**config.mk**
```make
export PLATFORM = sky130hd
export DESIGN_NAME = lpif_tx_x2_stb_mrk_gen_flat
export DESIGN_NICKNAME = d
export VERILOG_FILES = /design/src/rtl/lpif_tx_stb_mrk_pkg.sv /design/src/rtl/lpif_tx_x2_stb_mrk_gen_if.sv /design/src/rtl/lpif_tx_sync_fifo.sv /design/src/rtl/lpif_tx_x2_stb_mrk_gen.sv /design/src/flat_wrapper.sv
export SDC_FILE = /design/constraint.sdc
export NUM_CORES = 1
export LEC_CHECK = 0
export BUFFER_PORTS_ARGS = -buffer_cell sky130_fd_sc_hd__buf_4
export CORE_MARGIN = 5
export CORE_UTILIZATION = 34
export DETAILED_ROUTE_END_ITERATION = 12
export PLACE_DENSITY_LB_ADDON = 0.08
export SLEW_MARGIN = 20
export SYNTH_ARGS = -nofsm -noshare
export SYNTH_HDL_FRONTEND = slang
export SYNTH_SLANG_ARGS = --single-unit
export TNS_END_PERCENT = 20
```
**constraint.sdc**
```tcl
create_clock -name clk_wr -period 5.27 [get_ports clk_wr]
set_clock_uncertainty 0.15 [all_clocks]
set_input_delay 0.7905 -clock clk_wr [delete_from_list [all_inputs] [get_ports clk_wr]]
set_output_delay 0.7905 -clock clk_wr [all_outputs]
set_load 0.05 [all_outputs]
```
**src/rtl/lpif_tx_stb_mrk_pkg.sv**
```systemverilog
// Shared types and constants for the x2 LPIF TX strobe/marker generator.
// Latency: n/a (declarations only).
// Backpressure: n/a (declarations only).
package lpif_tx_stb_mrk_pkg;

    // Physical side: two 40-bit channels carry one logic-link beat.
    localparam int PHY_CH_WIDTH    = 40;
    localparam int PHY_NUM_CH      = 2;

    // Logic-link payload width that fits beside the per-channel user bits.
    localparam int LPIF_DWIDTH_DEF = 75;

    // Link bring-up sequence: wait for online, align to first strobe, then stream.
    typedef enum logic [1:0] {
        IDLE   = 2'd0,
        ALIGN  = 2'd1,
        ACTIVE = 2'd2
    } tx_state_t;

endpackage

```
**src/rtl/lpif_tx_x2_stb_mrk_gen_if.sv**
```systemverilog
// Handshake and downstream bus between the logic link and the strobe/marker generator.
// Latency: n/a (wires only).
// Backpressure: in_ready from the generator; tx_downstream_pop_ovrd from downstream.
interface lpif_tx_x2_stb_mrk_gen_if
    import lpif_tx_stb_mrk_pkg::*;
#(
    parameter int DWIDTH = LPIF_DWIDTH_DEF
);
    logic              tx_online;
    logic [DWIDTH-1:0] in_data;
    logic              in_valid;
    logic              in_ready;
    logic              tx_downstream_pop_ovrd;
    logic [DWIDTH-1:0] tx_downstream_data;
    logic              tx_stb_userbit;
    logic [0:0]        tx_mrk_userbit;
    logic              tx_data_active;

    // Logic-link / control side that drives the generator.
    modport master (
        output tx_online, in_data, in_valid, tx_downstream_pop_ovrd,
        input  in_ready, tx_downstream_data, tx_stb_userbit, tx_mrk_userbit, tx_data_active
    );

    // The generator itself.
    modport slave (
        input  tx_online, in_data, in_valid, tx_downstream_pop_ovrd,
        output in_ready, tx_downstream_data, tx_stb_userbit, tx_mrk_userbit, tx_data_active
    );
endinterface

```
**src/rtl/lpif_tx_sync_fifo.sv**
```systemverilog
// Single-clock FIFO with synchronous flush and occupancy count.
// Latency: read data is combinational from the head entry; push visible next cycle.
// Backpressure: push ignored when full, pop ignored when empty; flush wins over both.
module lpif_tx_sync_fifo #(
    parameter int WIDTH = 75,
    parameter int DEPTH = 4
) (
    input  logic                     clk_wr,
    input  logic                     rst_wr_n,
    input  logic                     push,
    input  logic                     pop,
    input  logic                     flush,
    input  logic [WIDTH-1:0]         wr_data,
    output logic [WIDTH-1:0]         rd_data,
    output logic                     full,
    output logic                     empty,
    output logic [$clog2(DEPTH):0]   count
);
    localparam int PW = $clog2(DEPTH);
    localparam int CW = PW + 1;

    logic [WIDTH-1:0] mem [DEPTH];
    logic [PW-1:0]    wr_ptr;
    logic [PW-1:0]    rd_ptr;
    logic             do_push;
    logic             do_pop;

    assign full    = (count == CW'(DEPTH));
    assign empty   = (count == '0);
    assign do_push = push && !full && !flush;
    assign do_pop  = pop && !empty && !flush;
    assign rd_data = mem[rd_ptr];

    // Storage write; no reset needed since count gates every read.
    always_ff @(posedge clk_wr) begin
        if (do_push) begin
            mem[wr_ptr] <= wr_data;
        end
    end

    // Pointers wrap naturally because DEPTH is a power of two.
    always_ff @(posedge clk_wr or negedge rst_wr_n) begin
        if (!rst_wr_n) begin
            wr_ptr <= '0;
            rd_ptr <= '0;
            count  <= '0;
        end else if (flush) begin
            wr_ptr <= '0;
            rd_ptr <= '0;
            count  <= '0;
        end else begin
            if (do_push) wr_ptr <= wr_ptr + PW'(1);
            if (do_pop)  rd_ptr <= rd_ptr + PW'(1);
            case ({do_push, do_pop})
                2'b10:   count <= count + CW'(1);
                2'b01:   count <= count - CW'(1);
                default: count <= count;
            endcase
        end
    end
endmodule

```
**src/rtl/lpif_tx_x2_stb_mrk_gen.sv**
```systemverilog
// LPIF TX: buffers logic-link beats, generates strobe/marker user bits, streams once aligned.
// Latency: 2 cycles minimum from in_data accept to tx_downstream_data (no empty-FIFO bypass).
// Backpressure: in_ready drops when FIFO is full or link offline; pop_ovrd stalls the drain.
// Build option LPIF_TX_IDLE_REPEAT_EN: hold last popped data on idle beats instead of zero.
module lpif_tx_x2_stb_mrk_gen
    import lpif_tx_stb_mrk_pkg::*;
#(
    parameter int DWIDTH       = LPIF_DWIDTH_DEF,
    parameter int FIFO_DEPTH   = 4,
    parameter int STB_INTERVAL = 16
) (
    input  logic                      clk_wr,
    input  logic                      rst_wr_n,
    lpif_tx_x2_stb_mrk_gen_if.slave   bus
);
    localparam int PW  = $clog2(FIFO_DEPTH);
    localparam int CW  = PW + 1;
    localparam int SCW = (STB_INTERVAL > 2) ? $clog2(STB_INTERVAL) : 1;
    localparam logic [SCW-1:0] STB_LAST = SCW'(STB_INTERVAL - 1);
    localparam logic [CW-1:0]  DEPTH_C  = CW'(FIFO_DEPTH);

    tx_state_t         state;
    tx_state_t         state_nxt;
    logic [SCW-1:0]    stb_cnt;
    logic [CW-1:0]     fifo_count;
    logic              fifo_full;
    logic              fifo_empty;
    logic [DWIDTH-1:0] fifo_rd_data;
    logic              push;
    logic              pop;
    logic              flush;
    logic              ready;
    logic              stb;
    logic              mrk;
    logic [DWIDTH-1:0] out_data;
    logic              out_active;

    lpif_tx_sync_fifo #(
        .WIDTH (DWIDTH),
        .DEPTH (FIFO_DEPTH)
    ) u_fifo (
        .clk_wr   (clk_wr),
        .rst_wr_n (rst_wr_n),
        .push     (push),
        .pop      (pop),
        .flush    (flush),
        .wr_data  (bus.in_data),
        .rd_data  (fifo_rd_data),
        .full     (fifo_full),
        .empty    (fifo_empty),
        .count    (fifo_count)
    );

    // State register.
    always_ff @(posedge clk_wr or negedge rst_wr_n) begin
        if (!rst_wr_n) state <= IDLE;
        else           state <= state_nxt;
    end

    // Next state plus handshake/user-bit decode; dropping online overrides everything.
    always_comb begin
        state_nxt = state;
        ready     = 1'b0;
        stb       = 1'b0;
        mrk       = 1'b0;
        flush     = !bus.tx_online;
        push      = 1'b0;
        pop       = 1'b0;

        if (!bus.tx_online) begin
            state_nxt = IDLE;
        end else begin
            case (state)
                IDLE:    state_nxt = ALIGN;
                ALIGN:   if (stb_cnt == STB_LAST) state_nxt = ACTIVE;
                ACTIVE:  state_nxt = ACTIVE;
                default: state_nxt = IDLE;
            endcase
        end

        if (state != IDLE) begin
            mrk   = 1'b1;
            stb   = (stb_cnt == STB_LAST);
            ready = (fifo_count < DEPTH_C);
        end

        // Full cannot coincide with ready; the extra term keeps the FIFO safe if ready is ever relaxed.
        push = bus.in_valid && ready && !fifo_full;
        pop  = (state == ACTIVE) && bus.tx_online && !fifo_empty && !bus.tx_downstream_pop_ovrd;
    end

    // Strobe period counter: frozen at zero while idle or going idle, wraps after each strobe.
    always_ff @(posedge clk_wr or negedge rst_wr_n) begin
        if (!rst_wr_n) begin
            stb_cnt <= '0;
        end else if (state == IDLE || state_nxt == IDLE) begin
            stb_cnt <= '0;
        end else if (stb_cnt == STB_LAST) begin
            stb_cnt <= '0;
        end else begin
            stb_cnt <= stb_cnt + SCW'(1);
        end
    end

    // Output beat register: one cycle after the pop; idle beats zero or hold per build option.
    always_ff @(posedge clk_wr or negedge rst_wr_n) begin
        if (!rst_wr_n) begin
            out_data   <= '0;
            out_active <= 1'b0;
        end else begin
            out_active <= pop;
            if (pop) begin
                out_data <= fifo_rd_data;
            end else begin
`ifdef LPIF_TX_IDLE_REPEAT_EN
                if (state_nxt == IDLE) out_data <= '0;
`else
                out_data <= '0;
`endif
            end
        end
    end

    assign bus.in_ready           = ready;
    assign bus.tx_stb_userbit     = stb;
    assign bus.tx_mrk_userbit     = mrk;
    assign bus.tx_downstream_data = out_data;
    assign bus.tx_data_active     = out_active;
endmodule

```
**src/flat_wrapper.sv**
```systemverilog
// flat-port wrapper written by rule: the top's interface ports become plain ports
module lpif_tx_x2_stb_mrk_gen_flat import lpif_tx_stb_mrk_pkg::*;
#(
    parameter int DWIDTH       = LPIF_DWIDTH_DEF,
    parameter int FIFO_DEPTH   = 4,
    parameter int STB_INTERVAL = 16
)
  (clk_wr, rst_wr_n, bus_tx_online, bus_in_data, bus_in_valid, bus_tx_downstream_pop_ovrd, bus_in_ready, bus_tx_downstream_data, bus_tx_stb_userbit, bus_tx_mrk_userbit, bus_tx_data_active);
  lpif_tx_x2_stb_mrk_gen_if #(.DWIDTH(DWIDTH)) bus_i ();
  input  logic clk_wr;
  input  logic rst_wr_n;
  input wire logic [$bits(bus_i.tx_online)-1:0] bus_tx_online;
  input wire logic [$bits(bus_i.in_data)-1:0] bus_in_data;
  input wire logic [$bits(bus_i.in_valid)-1:0] bus_in_valid;
  input wire logic [$bits(bus_i.tx_downstream_pop_ovrd)-1:0] bus_tx_downstream_pop_ovrd;
  output wire logic [$bits(bus_i.in_ready)-1:0] bus_in_ready;
  output wire logic [$bits(bus_i.tx_downstream_data)-1:0] bus_tx_downstream_data;
  output wire logic [$bits(bus_i.tx_stb_userbit)-1:0] bus_tx_stb_userbit;
  output wire logic [$bits(bus_i.tx_mrk_userbit)-1:0] bus_tx_mrk_userbit;
  output wire logic [$bits(bus_i.tx_data_active)-1:0] bus_tx_data_active;
  assign bus_i.tx_online = bus_tx_online;
  assign bus_i.in_data = bus_in_data;
  assign bus_i.in_valid = bus_in_valid;
  assign bus_i.tx_downstream_pop_ovrd = bus_tx_downstream_pop_ovrd;
  assign bus_in_ready = bus_i.in_ready;
  assign bus_tx_downstream_data = bus_i.tx_downstream_data;
  assign bus_tx_stb_userbit = bus_i.tx_stb_userbit;
  assign bus_tx_mrk_userbit = bus_i.tx_mrk_userbit;
  assign bus_tx_data_active = bus_i.tx_data_active;
  lpif_tx_x2_stb_mrk_gen #(.DWIDTH(DWIDTH), .FIFO_DEPTH(FIFO_DEPTH), .STB_INTERVAL(STB_INTERVAL)) u_core (.clk_wr(clk_wr), .rst_wr_n(rst_wr_n), .bus(bus_i));
endmodule
```
After elaboration in Yosys (flattened, before gate mapping)
Memories as Yosys holds them, arrays and structs flattened.
Index checks and enable logic that the tools add are counted.
- output and inout port bits: 79
- flip-flop bits (word level): 89
- memories kept: 1
- bits in writable memories: 300
- memory list (memory ; depth ; width ; rd ports ; clocked after Yosys merged registers in ; wr ports ; line ; text):
    u_core.u_fifo.mem ; 4 ; 75 ; 1 ; 0 ; 1 ; lpif_tx_sync_fifo.sv:22 ; logic [WIDTH-1:0] mem [DEPTH];
- $lt $le $gt $ge: 1
- add/subtract/negate cells: 5
- reductions and logical operators: 17
- equality and inequality tests: 9
- multiplexer cells: 17
- operators by type and width (operator ; count):
    2-to-1 mux 75 bit ; 1
    2-to-1 mux 2 bit ; 6
    logical AND 1 bit ; 9
    2-to-1 mux 4 bit ; 2
    case mux 2 bit (3 select lines) ; 1
    case mux 3 bit (2 select lines) ; 1
    2-to-1 mux 1 bit ; 5
    adder 2 x 1 -> 2 bit (second input constant) ; 2
    adder 4 x 1 -> 4 bit (second input constant) ; 1
    == test 2 x 1 -> 1 bit (second input constant) ; 2
    == test 2 bit (second input constant) ; 2
    == test 4 bit (second input constant) ; 1
    zero test 2 bit ; 2
    inequality test 2 x 1 -> 1 bit (second input constant) ; 2
    adder 3 x 1 -> 3 bit (second input constant) ; 1
    == test 3 bit (second input constant) ; 1
    zero test 1 bit ; 3
    zero test 3 bit ; 1
    less-than comparator 3 bit (second input constant) ; 1
    2-to-1 mux 3 bit ; 1
    inequality test 3 x 1 -> 1 bit (second input constant) ; 1
    subtractor 3 x 1 -> 3 bit (second input constant) ; 1
    nonzero test 2 bit ; 1
    logical OR 1 bit ; 1

Logic depth before layout (Yosys ltp)
- word-level depth: 9
- mapped depth: 5

Cells and area by module
A second synthesis with hierarchy kept.
- cells, all modules: 648
- area, all modules: 14146.1 um^2
- by module, submodules not included (module ; times used ; cells each ; area an instance (um^2) ; seq. area each (um^2)):
    lpif_tx_sync_fifo ; 1 ; 458 ; 11394.7 ; 9183.8
    lpif_tx_x2_stb_mrk_gen ; 1 ; 190 ; 2751.4 ; 2052.0

Worst setup path after synthesis
OpenSTA, ideal clock, no wires.
- path kind: register to register
- from: register u_core.u_fifo.count[2]
- to: memory u_core.u_fifo.mem[0][0] (enable)
- arrival: 2152 ps
- period minus slack after synthesis: 2701 ps
- stages on the path, launching flop included: 5
- path slack: 2569 ps
- cells stage by stage: dfrtp_1 o21ba_2 and2_4 buf_6 and3_2
- cells in the longest elaborated chain, start to end: 8
- RTL lines (item ; line ; text):
    start, declared ; lpif_tx_sync_fifo.sv:17 ; output logic [$clog2(DEPTH):0] count
    start signal, assigned ; lpif_tx_sync_fifo.sv:55 ; 2'b10: count <= count + CW'(1);
    start signal, assigned ; lpif_tx_sync_fifo.sv:56 ; 2'b01: count <= count - CW'(1);
    start signal, assigned ; lpif_tx_sync_fifo.sv:57 ; default: count <= count;
    less-than comparator 3 bit ; lpif_tx_x2_stb_mrk_gen.sv:84 ; ready = (fifo_count < DEPTH_C);
    2-to-1 mux 1 bit ; lpif_tx_x2_stb_mrk_gen.sv:81 ; if (state != IDLE) begin
    via bus_in_ready ; flat_wrapper.sv:16 ; output wire logic [$bits(bus_i.in_ready)-1:0] bus_in_ready;
    logical AND 1 bit (2 in series) ; lpif_tx_x2_stb_mrk_gen.sv:88 ; push = bus.in_valid && ready && !fifo_full;
    logical AND 1 bit (2 in series) ; lpif_tx_sync_fifo.sv:30 ; assign do_push = push && !full && !flush;
    2-to-1 mux 1 bit ; lpif_tx_sync_fifo.sv:36 ; if (do_push) begin
    2-to-1 mux 1 bit (not written as such) ; lpif_tx_sync_fifo.sv:37 ; mem[wr_ptr] <= wr_data;
    end, declared ; lpif_tx_sync_fifo.sv:22 ;
The timed path passes the listed nets, and every way through them passes these cells.

Worst setup path in the final report
- from: register u_core.u_fifo.count[2]
- to: memory u_core.u_fifo.mem[2][74] (enable)
- cells in the longest elaborated chain, start to end: 8
- RTL lines (item ; line):
    less-than comparator 3 bit ; lpif_tx_x2_stb_mrk_gen.sv:84
    2-to-1 mux 1 bit ; lpif_tx_x2_stb_mrk_gen.sv:81
    logical AND 1 bit (2 in series) ; lpif_tx_x2_stb_mrk_gen.sv:88
    logical AND 1 bit (*) (2 in series) ; lpif_tx_sync_fifo.sv:30
    2-to-1 mux 1 bit (*) ; lpif_tx_sync_fifo.sv:36
    2-to-1 mux 1 bit (not written as such) (*) ; lpif_tx_sync_fifo.sv:37
Mark *: on every way between the ends. The rest lies on a longest branch, timed or not.

==> impl_metrics.json <==
{
  "seqCellArea_sq_um": 11200,
  "syn_avg_cell_area_sq_um": 22.2,
  "p_per_area_nw_per_um2": 374,
  "synthCells": 631,
  "crit_path_end_kind": "register",
  "intPower_w": 0.00516,
  "diodes": 0,
  "setup_violations": 0,
  "synth_cell_type_count": 38,
  "drtPass1Iterations": 4,
  "grt_first_pass_wirelength_mm": 47.8,
  "path_cells": "o21ba_2 > and2_4 > and3_4 > buf_4",
  "dp_hpwl_mm": 17.8,
  "wire_per_inst_microns": 23.0,
  "worstRegToRegCells": 4,
  "die-area_sq_um": 45300,
  "yosysMostFrequentCell": "edfxtp_1",
  "multi_input_area_sq_um": 2590,
  "crit_buf_inv": 1,
  "async_reset_ff_share_pct": 22.9,
  "fp.dieH_microns": 213,
  "clkSinkCount": 389,
  "met2_usage_pct": 22.9,
  "startpoint_type": "register",
  "reg2reg_slack_ns": 2.57,
  "synth_edf_count": 300,
  "cts_buffers": 43,
  "max_slew_margin_pct": 32.1,
  "worstSetupPathType": "reg2reg",
  "synth_top_cell_by_area": "edfxtp_1",
  "arrival_ns": 2.76,
  "synth_area_leaders": "edfxtp_1 (64%), dfrtp_1 (16%), mux4_2 (12%), and3_1 (3.4%), clkbuf_1 (0.59%)",
  "ant_nets": 0,
  "drive_above_1_share_pct": 36.9,
  "syn_nets": 717,
  "fillers": 3603,
  "netlist.area_leader.share_pct": 64.4,
  "htreeDepth": 2,
  "whs_ns": 0.199,
  "hold_buffers": 0,
  "core-area_sq_um": 40700,
  "max_cap_violations": 0,
  "worst-path-max-fanout": 59,
  "cp.required_ns": 5.33,
  "dpl_cell_area_sq_um": 15800,
  "met1_usage_pct": 19.2,
  "p_sw_share_pct": 19.6,
  "cts_tree": "yes",
  "grt_util_met3_pct": 3.41,
  "grtUsageTotal_pct": 14.1,
  "antenna_found_initial": 4,
  "fin_area_sq_um": 17100,
  "clk_pin_slew_ns": 0.06,
  "grt_pass1_vias": 7515,
  "timing.rr.start": "u_core.u_fifo.count[2]$_DFFE_PN0P_",
  "cts-root-buf": "clkbuf_16",
  "gp_congestion": 0.718,
  "crit-reg2reg-capture": "u_core.u_fifo.mem[2][74]$_DFFE_PP_",
  "crit_path_max_incr_delay_ns": 0.86,
  "rsz0062_at_grt": "no",
  "ys_seq_elements": 389,
  "p_clk_share_pct": 45.0,
  "routed-via-count": 6619,
  "cts_resized": 0,
  "rows": 74,
  "initial_core_util_pct": 34.4,
  "yosys_warnings": 0,
  "dr.first_iter.drc_count": 325,
  "crit_family": "simple AND/OR/NAND/NOR gates",
  "hold_viol": 0,
  "sequentialPowerShare_pct": 52.3,
  "area_growth_pct": 22.5,
  "ys_seq_area_share_pct": 80.3,
  "worst_pin_slew_ns": 1.02,
  "synth_ff_type": "edfxtp_1",
  "hold_path_class": "in2async",
  "setup_tns_ns": 0,
  "drc": 0,
  "worstSkewPairLatency_ns": 0.54,
  "fmax_ghz": 0.370,
  "io_buffers": 158,
  "viasPerCell": 4.82,
  "slew_viol_final": 0,
  "post-route-period-util_pct": 51.3,
  "nets": 893,
  "cts_setup_buffers": 0,
  "power_frac_comb_pct": 2.7,
  "p_leak_nw": 6.48,
  "io_pins": 159,
  "routed_wl_mm": 31.6,
  "ys_top_cells_by_count": "edfxtp_1 (300), dfrtp_1 (89), and3_1 (76), mux4_2 (75), clkbuf_1 (22)",
  "min_period_ns": 2.70,
  "p_sw_w": 0.00126,
  "grt-busiest-layer": "met2",
  "netlist_area_sq_um": 14000,
  "clock_path_buffers": 3,
  "grt_max_degree": 77,
  "overflow": 0,
  "cp_slowest_cell": "and3_4",
  "ir_drop_v": 0.000219,
  "outcome": "complete, no violations",
  "dieWidth_microns": 213
}
-- worst max path at each step --
stage                                                  start                                 end  slack [ns]  cells past startpoint
after CTS                 u_core.u_fifo.count[2]$_DFFE_PN0P_  u_core.u_fifo.mem[3][48]$_DFFE_PP_        2.48                      4
final                     u_core.u_fifo.count[2]$_DFFE_PN0P_  u_core.u_fifo.mem[2][74]$_DFFE_PP_        2.57                      4
after global placement            bus_tx_downstream_pop_ovrd  u_core.u_fifo.count[2]$_DFFE_PN0P_        2.20                      5
after detailed placement          bus_tx_downstream_pop_ovrd  u_core.u_fifo.count[2]$_DFFE_PN0P_        2.24                      5
after floorplan           u_core.u_fifo.count[2]$_DFFE_PN0P_   u_core.u_fifo.mem[0][0]$_DFFE_PP_        2.57                      4
after global routing      u_core.u_fifo.count[2]$_DFFE_PN0P_  u_core.u_fifo.mem[0][56]$_DFFE_PP_        2.40                      4
-- cell families (layout without fill, tap and decap cells) --
family / count (synthesis) / count (layout) / share of synthesized area (%)
adders and majority gates: 6 / 6 / 0.590
and+or+nand+nor: 103 / 103 / 4.61
xor gates and xnor gates: 4 / 4 / 0.250
muxes: 78 / 78 / 12.3
AOI/OAI and AO/OA: 12 / 12 / 0.608
DFF: 389 / 389 / 80.3
buffers and inverters: 39 / 249 / 1.39
-- power groups by stage --
stage | Sequential [W] | Clock (W) | Combinational, W
6_report | 0.00336 | 0.00289 | 0.000171
5_1_grt | 0.00336 | 0.00312 | 0.000191
4_1_cts | 0.00336 | 0.00299 | 0.000177
3_5_place_dp | 0.00342 | 0 | 0.000177
3_3_place_gp | 0.00342 | 0 | 0.000170
2_1_floorplan | 0.00342 | 0 | 0.0000550
-- layout make-up --
cell class                      instances  area share [%]
Timing Repair Buffer                  166            7.34
Clock inverter                         14           0.869
Tap cell                              532            3.88
Clock buffer                           65            7.12
Sequential cell                       389            65.6
Multi-Input combinational cell        203            15.1
Inverter                                4          0.0876
-- cells in the final DEF (no fill, tap or decap), drive strengths merged, types with 3 or more instances in the layout --
cell / instances
edfxtp: 300
buf: 166
dfrtp: 89
and3: 80
mux4: 75
clkbuf: 65
clkinv: 9
nor2: 5
ha: 5
inv: 5
nand2: 4
xnor2: 3
bufinv: 3
o21ai: 3
-- metal layers --
layer / share of wire, % / vias to the layer above / wire (microns)
met4: 1.8 / 8 / 579
met1: 43 / 3493 / 13700
met5: 0.17 / - / 55
met2: 49 / 159 / 15600
li1: - / 2913 / -
met3: 5.4 / 46 / 1710
-- state kept, by name, indices dropped and copies added, names as in the netlist --
| signal | flops |
|---|---|
| u_core.u_fifo.mem | 300 |
| u_core.bus.tx_downstream_data | 75 |
| u_core.stb_cnt | 4 |
| u_core.u_fifo.count | 3 |
| u_core.state | 2 |
| u_core.u_fifo.rd_ptr | 2 |
| u_core.u_fifo.wr_ptr | 2 |
| u_core.bus.tx_data_active | 1 |
-- worst register-to-register path, stage by stage (launching register included) --
cell and delay, ns:
dfrtp_1 0.41, o21ba_2 0.29, and2_4 0.21, and3_4 0.86, buf_4 0.46
-- through the flow --
stage          setup WS (ns)  cells  util (%)  power [W]
2_1_floorplan           2.57    631         -    0.00347
3_3_place_gp            2.20   1294      38.7    0.00359
3_5_place_dp            2.24   1294      38.7    0.00360
4_1_cts                 2.48   1373      42.1    0.00652
5_1_grt                 2.40   1373      42.1    0.00666
6_report                2.57   1373      42.1    0.00642
No activity file was read; power rests on OpenSTA's default activity.
